File: config.mk
export PLATFORM = sky130hd
export DESIGN_NAME = writeback_stage
export DESIGN_NICKNAME = d
export VERILOG_FILES = /design/src/rtl/writeback_stage.sv
export SDC_FILE = /design/constraint.sdc
export NUM_CORES = 1
export LEC_CHECK = 0
export BUFFER_PORTS_ARGS = -buffer_cell sky130_fd_sc_hd__buf_4
export CAP_MARGIN = 40
export CELL_PAD_IN_SITES_DETAIL_PLACEMENT = 0
export CELL_PAD_IN_SITES_GLOBAL_PLACEMENT = 1
export CORE_MARGIN = 1.5
export CORE_UTILIZATION = 42
export CTS_BUF_LIST = sky130_fd_sc_hd__clkbuf_2 sky130_fd_sc_hd__clkbuf_4 sky130_fd_sc_hd__clkbuf_8
export DETAILED_ROUTE_END_ITERATION = 10
export PLACE_DENSITY = 0.88
export SYNTH_ARGS = -nofsm -noshare
export SYNTH_HDL_FRONTEND = slang
export SYNTH_SLANG_ARGS = --single-unit
File: constraint.sdc
create_clock -name clk -period 10.5 [get_ports clk]
set_clock_uncertainty 0.2 [all_clocks]
set_input_delay 2.1 -clock clk [delete_from_list [all_inputs] [get_ports clk]]
set_output_delay 2.1 -clock clk [all_outputs]
set_load 0.05 [all_outputs]
File: src/rtl/writeback_stage.sv
// writeback_stage: load extraction, exception detection and registered register-file write with retire counter
module writeback_stage (
    input  logic        clk,
    input  logic        rst,
    input  logic        i_valid,
    input  logic        i_stall,
    input  logic        i_flush,
    input  logic [4:0]  i_rd,
    input  logic        i_wr_rd,
    input  logic        i_is_load,
    input  logic [2:0]  i_funct3,
    input  logic [31:0] i_alu_result,
    input  logic [31:0] i_load_data,
    output logic [4:0]  o_rd,
    output logic [31:0] o_rd_wdata,
    output logic        o_w_en,
    output logic        o_exc,
    output logic [1:0]  o_exc_cause,
    output logic [63:0] o_retire_count
);
    logic        accept, illegal, misaligned, exc;
    logic [1:0]  off;
    logic [7:0]  b;
    logic [15:0] h;
    logic [31:0] ld, result;
    always_comb begin
        accept     = i_valid & ~i_stall & ~i_flush;
        off        = i_alu_result[1:0];
        b          = i_load_data[{off, 3'b000} +: 8];
        h          = off[1] ? i_load_data[31:16] : i_load_data[15:0];
        illegal    = i_is_load & (i_funct3 == 3'b011 || i_funct3 == 3'b110 || i_funct3 == 3'b111);
        misaligned = i_is_load & ((i_funct3[1:0] == 2'b01 && off[0]) || (i_funct3 == 3'b010 && off != 2'b00));
        exc        = accept & (illegal | misaligned);
        ld         = i_funct3 == 3'b000 ? {{24{b[7]}}, b} :
                     i_funct3 == 3'b100 ? {24'b0, b} :
                     i_funct3 == 3'b001 ? {{16{h[15]}}, h} :
                     i_funct3 == 3'b101 ? {16'b0, h} : i_load_data;
        result     = i_is_load ? ld : i_alu_result;
    end
    always_ff @(posedge clk or posedge rst) begin
        if (rst) begin
            o_rd           <= '0;
            o_rd_wdata     <= '0;
            o_w_en         <= 1'b0;
            o_exc          <= 1'b0;
            o_exc_cause    <= 2'b00;
            o_retire_count <= '0;
        end else begin
            o_w_en      <= accept & ~exc & i_wr_rd & (i_rd != 5'd0);
            o_exc       <= exc;
            o_exc_cause <= exc ? (illegal ? 2'b10 : 2'b01) : 2'b00;
            if (accept & ~exc) begin
                o_rd           <= i_rd;
                o_rd_wdata     <= result;
                o_retire_count <= o_retire_count + 64'd1;
            end
        end
    end
endmodule

## After elaboration in Yosys (flattened, before gate mapping)

Index checks and enable logic that the tools add are counted.

- $add $sub $neg: 1
- Equal/unequal tests: 8
- Shift-type cells: 1
- Mux-type cells: 8
- Bitwise logic cells: 12
- Reductions and logical operators: 8

Operator list:

| operator | count |
|---|---|
| $mux 32 | 5 |
| $add 64x1->64 const B | 1 |
| $shiftx 32x6->8 | 1 |
| $mux 16 | 1 |
| $eq 3x3->1 const B | 4 |
| $and 1x1->1 | 8 |
| $eq 3x2->1 const B | 2 |
| $reduce_bool 5->1 | 1 |
| $mux 2 | 2 |
| $eq 3x1->1 const B | 1 |
| $logic_not 3->1 | 1 |
| $logic_or 1x1->1 | 3 |
| $not 1->1 | 3 |
| $eq 2x1->1 const B | 1 |
| $logic_and 1x1->1 | 2 |
| $reduce_bool 2->1 | 1 |
| $or 1x1->1 | 1 |

- Flip-flop bits (word level): 105
- Bits of input ports: 79

## Depth between registers and ports, before layout

- Depth in word-level cells: 10
- Mapped depth: 8
- Depth with buffers taken out: 5

## Least setup slack after synthesis

OpenSTA, ideal clock, no wires.

- Path type: in2reg
- From: input i_stall
- To: register o_retire_count[41]
- Arrival: 3,643 ps
- Required time: 10,159 ps
- Setup slack: 6,515 ps
- Cell stages on the path: 6
- Buffers on the path: 1
- Path through: or3b_1 a31o_4 nor4_4 buf_6 nand4_1 xnor2_1

- Word-level cells in the longest chain between the ends: 6

Ends and longest elaborated chain:

| item | RTL line | source |
|---|---|---|
| from (decl) | 6 | `input logic i_stall,` |
| $not 1->1 (*) | 27 | `accept = i_valid & ~i_stall & ~i_flush;` |
| $and 1x1->1 (*) (2 in a row) | 27 |  |
| $and 1x1->1 | 33 | `exc = accept & (illegal \| misaligned);` |
| $not 1->1 | 52 | `if (accept & ~exc) begin` |
| $and 1x1->1 (*) | 52 |  |
| to (signal assigned) | 55 | `o_retire_count <= o_retire_count + 64'd1;` |
| to (decl) | 19 | `output logic [63:0] o_retire_count` |

Every way passes the cells marked *; elsewhere a longest branch is shown, timed or not.
A chain may end at the register's enable or synchronous reset.

## Worst setup path after layout

- From: input i_alu_result[0]
- To: register o_rd_wdata[16]

- Word-level cells in the longest chain between the ends: 8

Ends and longest elaborated chain:

| item | RTL line | source |
|---|---|---|
| from (decl) | 12 | `input logic [31:0] i_alu_result,` |
| branches (longest 8 deep; another with $shiftx 32x6->8) | - |  |
| to (signal assigned) | 54 | `o_rd_wdata <= result;` |
| to (decl) | 15 | `output logic [31:0] o_rd_wdata,` |

Parallel ways; which one is timed is not known.

==> metrics.txt <==
run status completed; Buffers on Ports ~180; yosys warns 0; multi-input gate area in the final layout 2660 um^2; Cell Count Post-Placement approximately 890; first-pass GRT wire length 25,900 um; most frequent cells after synthesis dfrtp_1, o21ai_0, nand2_1; R2R Setup Slk roughly 8000 ps; initial drt markers between 300 and 400; WP data arrival around 4100 ps; critical register-to-register path startpoint o_retire_count[8]$_DFFE_PP0P_; max incr delay on CP between 600 and 700 ps; CTS clk-pin slew, worst paths around 100 ps; Avg Cell Area, Syn slightly below 10 um^2; Cells after Synth ~570; drt pass-1 iters 5; Max-Cap Viols 0; GRT Overall Usage 0.236; Area Growth Syn to Fin 31.1%; Post-synth EDFFs 0; Final period util 0.389; WL final around 16,000 um; vias per inst 5.58; CTS tree yes; crit end category flip-flop; Setup TNS 0 ps; Num CTS Buffers 9; setup repair bufs after CTS 0; Max Fclk 245 MHz; CTS H-tree depth 3; Synth top area share 0.477; Max stage delay cell, worst path a21boi_1; share of layout cells above drive strength 1 0.304; synth top area cells dfrtp_1, xnor2_1, o21ai_0; critical path launch point type primary input; vias in the first global route 4,899; GR Overflow Total 0; Die Span X roughly 120 um; final std cells w/o fill 910; antenna diode count 0; Crit. Startpoint i_alu_result[0]; hold buffers post-CTS 0; CP endpoint o_rd_wdata[16]$_DFFE_PP0P_; final-report hold violation count 0; most used cell, CP o21ai_0; WP depth 6; R2R cell count 5; Synth area leader dfrtp_1; # fillers 1,152; Final min period approximately 4100 ps; CP Cell Sequence buf_4 -> mux4_2 -> a21boi_1 -> o21ai_0 -> o21ai_0 -> o21ai_0; Post-CTS Resized 0; register area share after synthesis 0.477; unrepaired setup endpoints after global routing no; number of antenna violations at the first check in global routing 0; Clock Sinks 105; clk_lat worst skew 390 ps; Final Instance Area 7210 um^2; DP HPWL around 12,000 um; root buffer cell clkbuf_8; post-synthesis cell type count between 50 and 60; Hold Slack between 200 and 300 ps; core area 12,700 um^2; DR WL/cell 17.6 um; CTS Buffer Depth 2; Nets approximately 800; Register Area approximately 2600 um^2; Max Slew Vio Count 0; Async SR Flop Fraction 1.00; Via Count approximately 5,000; Top delay family on crit path compound AO/OA/AOI/OAI gates; die height roughly 120 um; VDD IR max between 0.1 and 0.15 mV; number of buffers and inverters on the critical path 1; Synth Register Bits 105; Final ANT Viol Nets 0; GPL Wtd Cong 0.873; kind of critical path primary input to flip-flop; Ports 184; Critical Path RT ~11,000 ps; Synth Net Count 648; most frequent cell after synthesis dfrtp_1; Starting Density 0.433; Mapped Area 5500 um^2; pin count of the biggest net entering global routing between 50 and 60; Die Area approximately 14,000 um^2; PwrDens between 100 and 150 nW/um^2; Final setup viols 0; FF-to-FF End o_retire_count[53]$_DFFE_PP0P_; relative slew slack 0.418; Synth Flop Type dfrtp_1; Power Total roughly 1.1 mW; drt drc 0; placed cell area approximately 7000 um^2; Lkg Pwr ~3.4 nW; worst slew pin tran slightly below 900 ps; crit-path max FO 16; Min-Delay Path Class flip-flop to flip-flop; placement row count 41
-- per-layer routing --
metal  up-vias  routed length (um)  GRT usage
met4         0                 322     0.0808
met1      2497                6850      0.304
li1       2361                   -          -
met5         -                   0          0
met2       193                7760      0.391
met3        24                1100     0.0577
-- sequential cells by signal (all words and copies together) (netlist names) --
signal	cells
o_exc_cause	2
o_exc	1
o_w_en	1
o_rd_wdata	32
o_retire_count	64
o_rd	5
-- power by group --
group / leakage, nW / internal [mW] / switching (mW)
Clock: 0.0911 / 0.0935 / 0.145
Sequential: 1.40 / 0.444 / 0.0324
Combinational: 1.90 / 0.108 / 0.232
Total: 3.39 / 0.646 / 0.409
-- layout by cell type, fill, tap and decap left out, types with 4 or more instances in the layout --
master / instances
xnor2_1: 56
a21oi_1: 4
o21ai_0: 67
a221oi_1: 9
nand4_1: 35
nor2b_1: 4
nand2_1: 65
inv_1: 11
nand3_1: 24
dfrtp_1: 105
buf_4: 187
and4_1: 5
o21a_1: 5
nor3_1: 8
nor2_1: 35
mux4_2: 6
clkbuf_8: 9
o221ai_1: 10
and3_1: 18
and2_1: 9
xor2_1: 7
a22o_1: 8
-- final cells by class --
class                   instances  area share
inverters                      12     0.00659
repair buffers                191       0.206
flip-flops and latches        105       0.364
clock buffers                  11      0.0193
well taps                     172      0.0298
clock inverters                 5     0.00538
multi-input cells             414       0.369
-- through the flow --
stage	util	worst slack, ps
2_1_floorplan	-	5440
3_3_place_gp	0.546	5910
3_5_place_dp	0.553	6050
4_1_cts	0.567	6460
5_1_grt	0.567	6110
6_report	0.567	6420
-- logic make-up (layout without fill, tap and decap cells) --
| logic type | count (synthesis) | in the layout | synth area share |
|---|---|---|---|
| multiplexers | 8 | 8 | 0.0284 |
| AND/OR/NAND/NOR | 223 | 223 | 0.214 |
| adder cells (fa/ha/maj) | 1 | 1 | 0.00227 |
| XOR/XNOR | 63 | 63 | 0.100 |
| AO/OA/AOI/OAI | 119 | 119 | 0.138 |
| flip-flops | 105 | 105 | 0.477 |
| buffers and inverters | 49 | 219 | 0.0391 |
-- worst min path at each step --
stage	slack, ps	start	cells past startpoint	endpoint
CTS	290	o_rd[0]$_DFFE_PP0P_	2	o_rd[0]$_DFFE_PP0P_
floorplan	540	o_rd[0]$_DFFE_PP0P_	2	o_rd[0]$_DFFE_PP0P_
global route	320	o_retire_count[13]$_DFFE_PP0P_	1	o_retire_count[13]$_DFFE_PP0P_
finish	280	o_rd[0]$_DFFE_PP0P_	2	o_rd[0]$_DFFE_PP0P_
global placement	260	o_rd_wdata[20]$_DFFE_PP0P_	2	o_rd_wdata[20]$_DFFE_PP0P_
detailed placement	260	o_rd[0]$_DFFE_PP0P_	2	o_rd[0]$_DFFE_PP0P_
-- worst min-delay path: stages, from the launching register on --
cell     delay [ps]
dfrtp_1         350
nand2_1          50
nand2_1          60
Power figures use the tool's default switching activity.
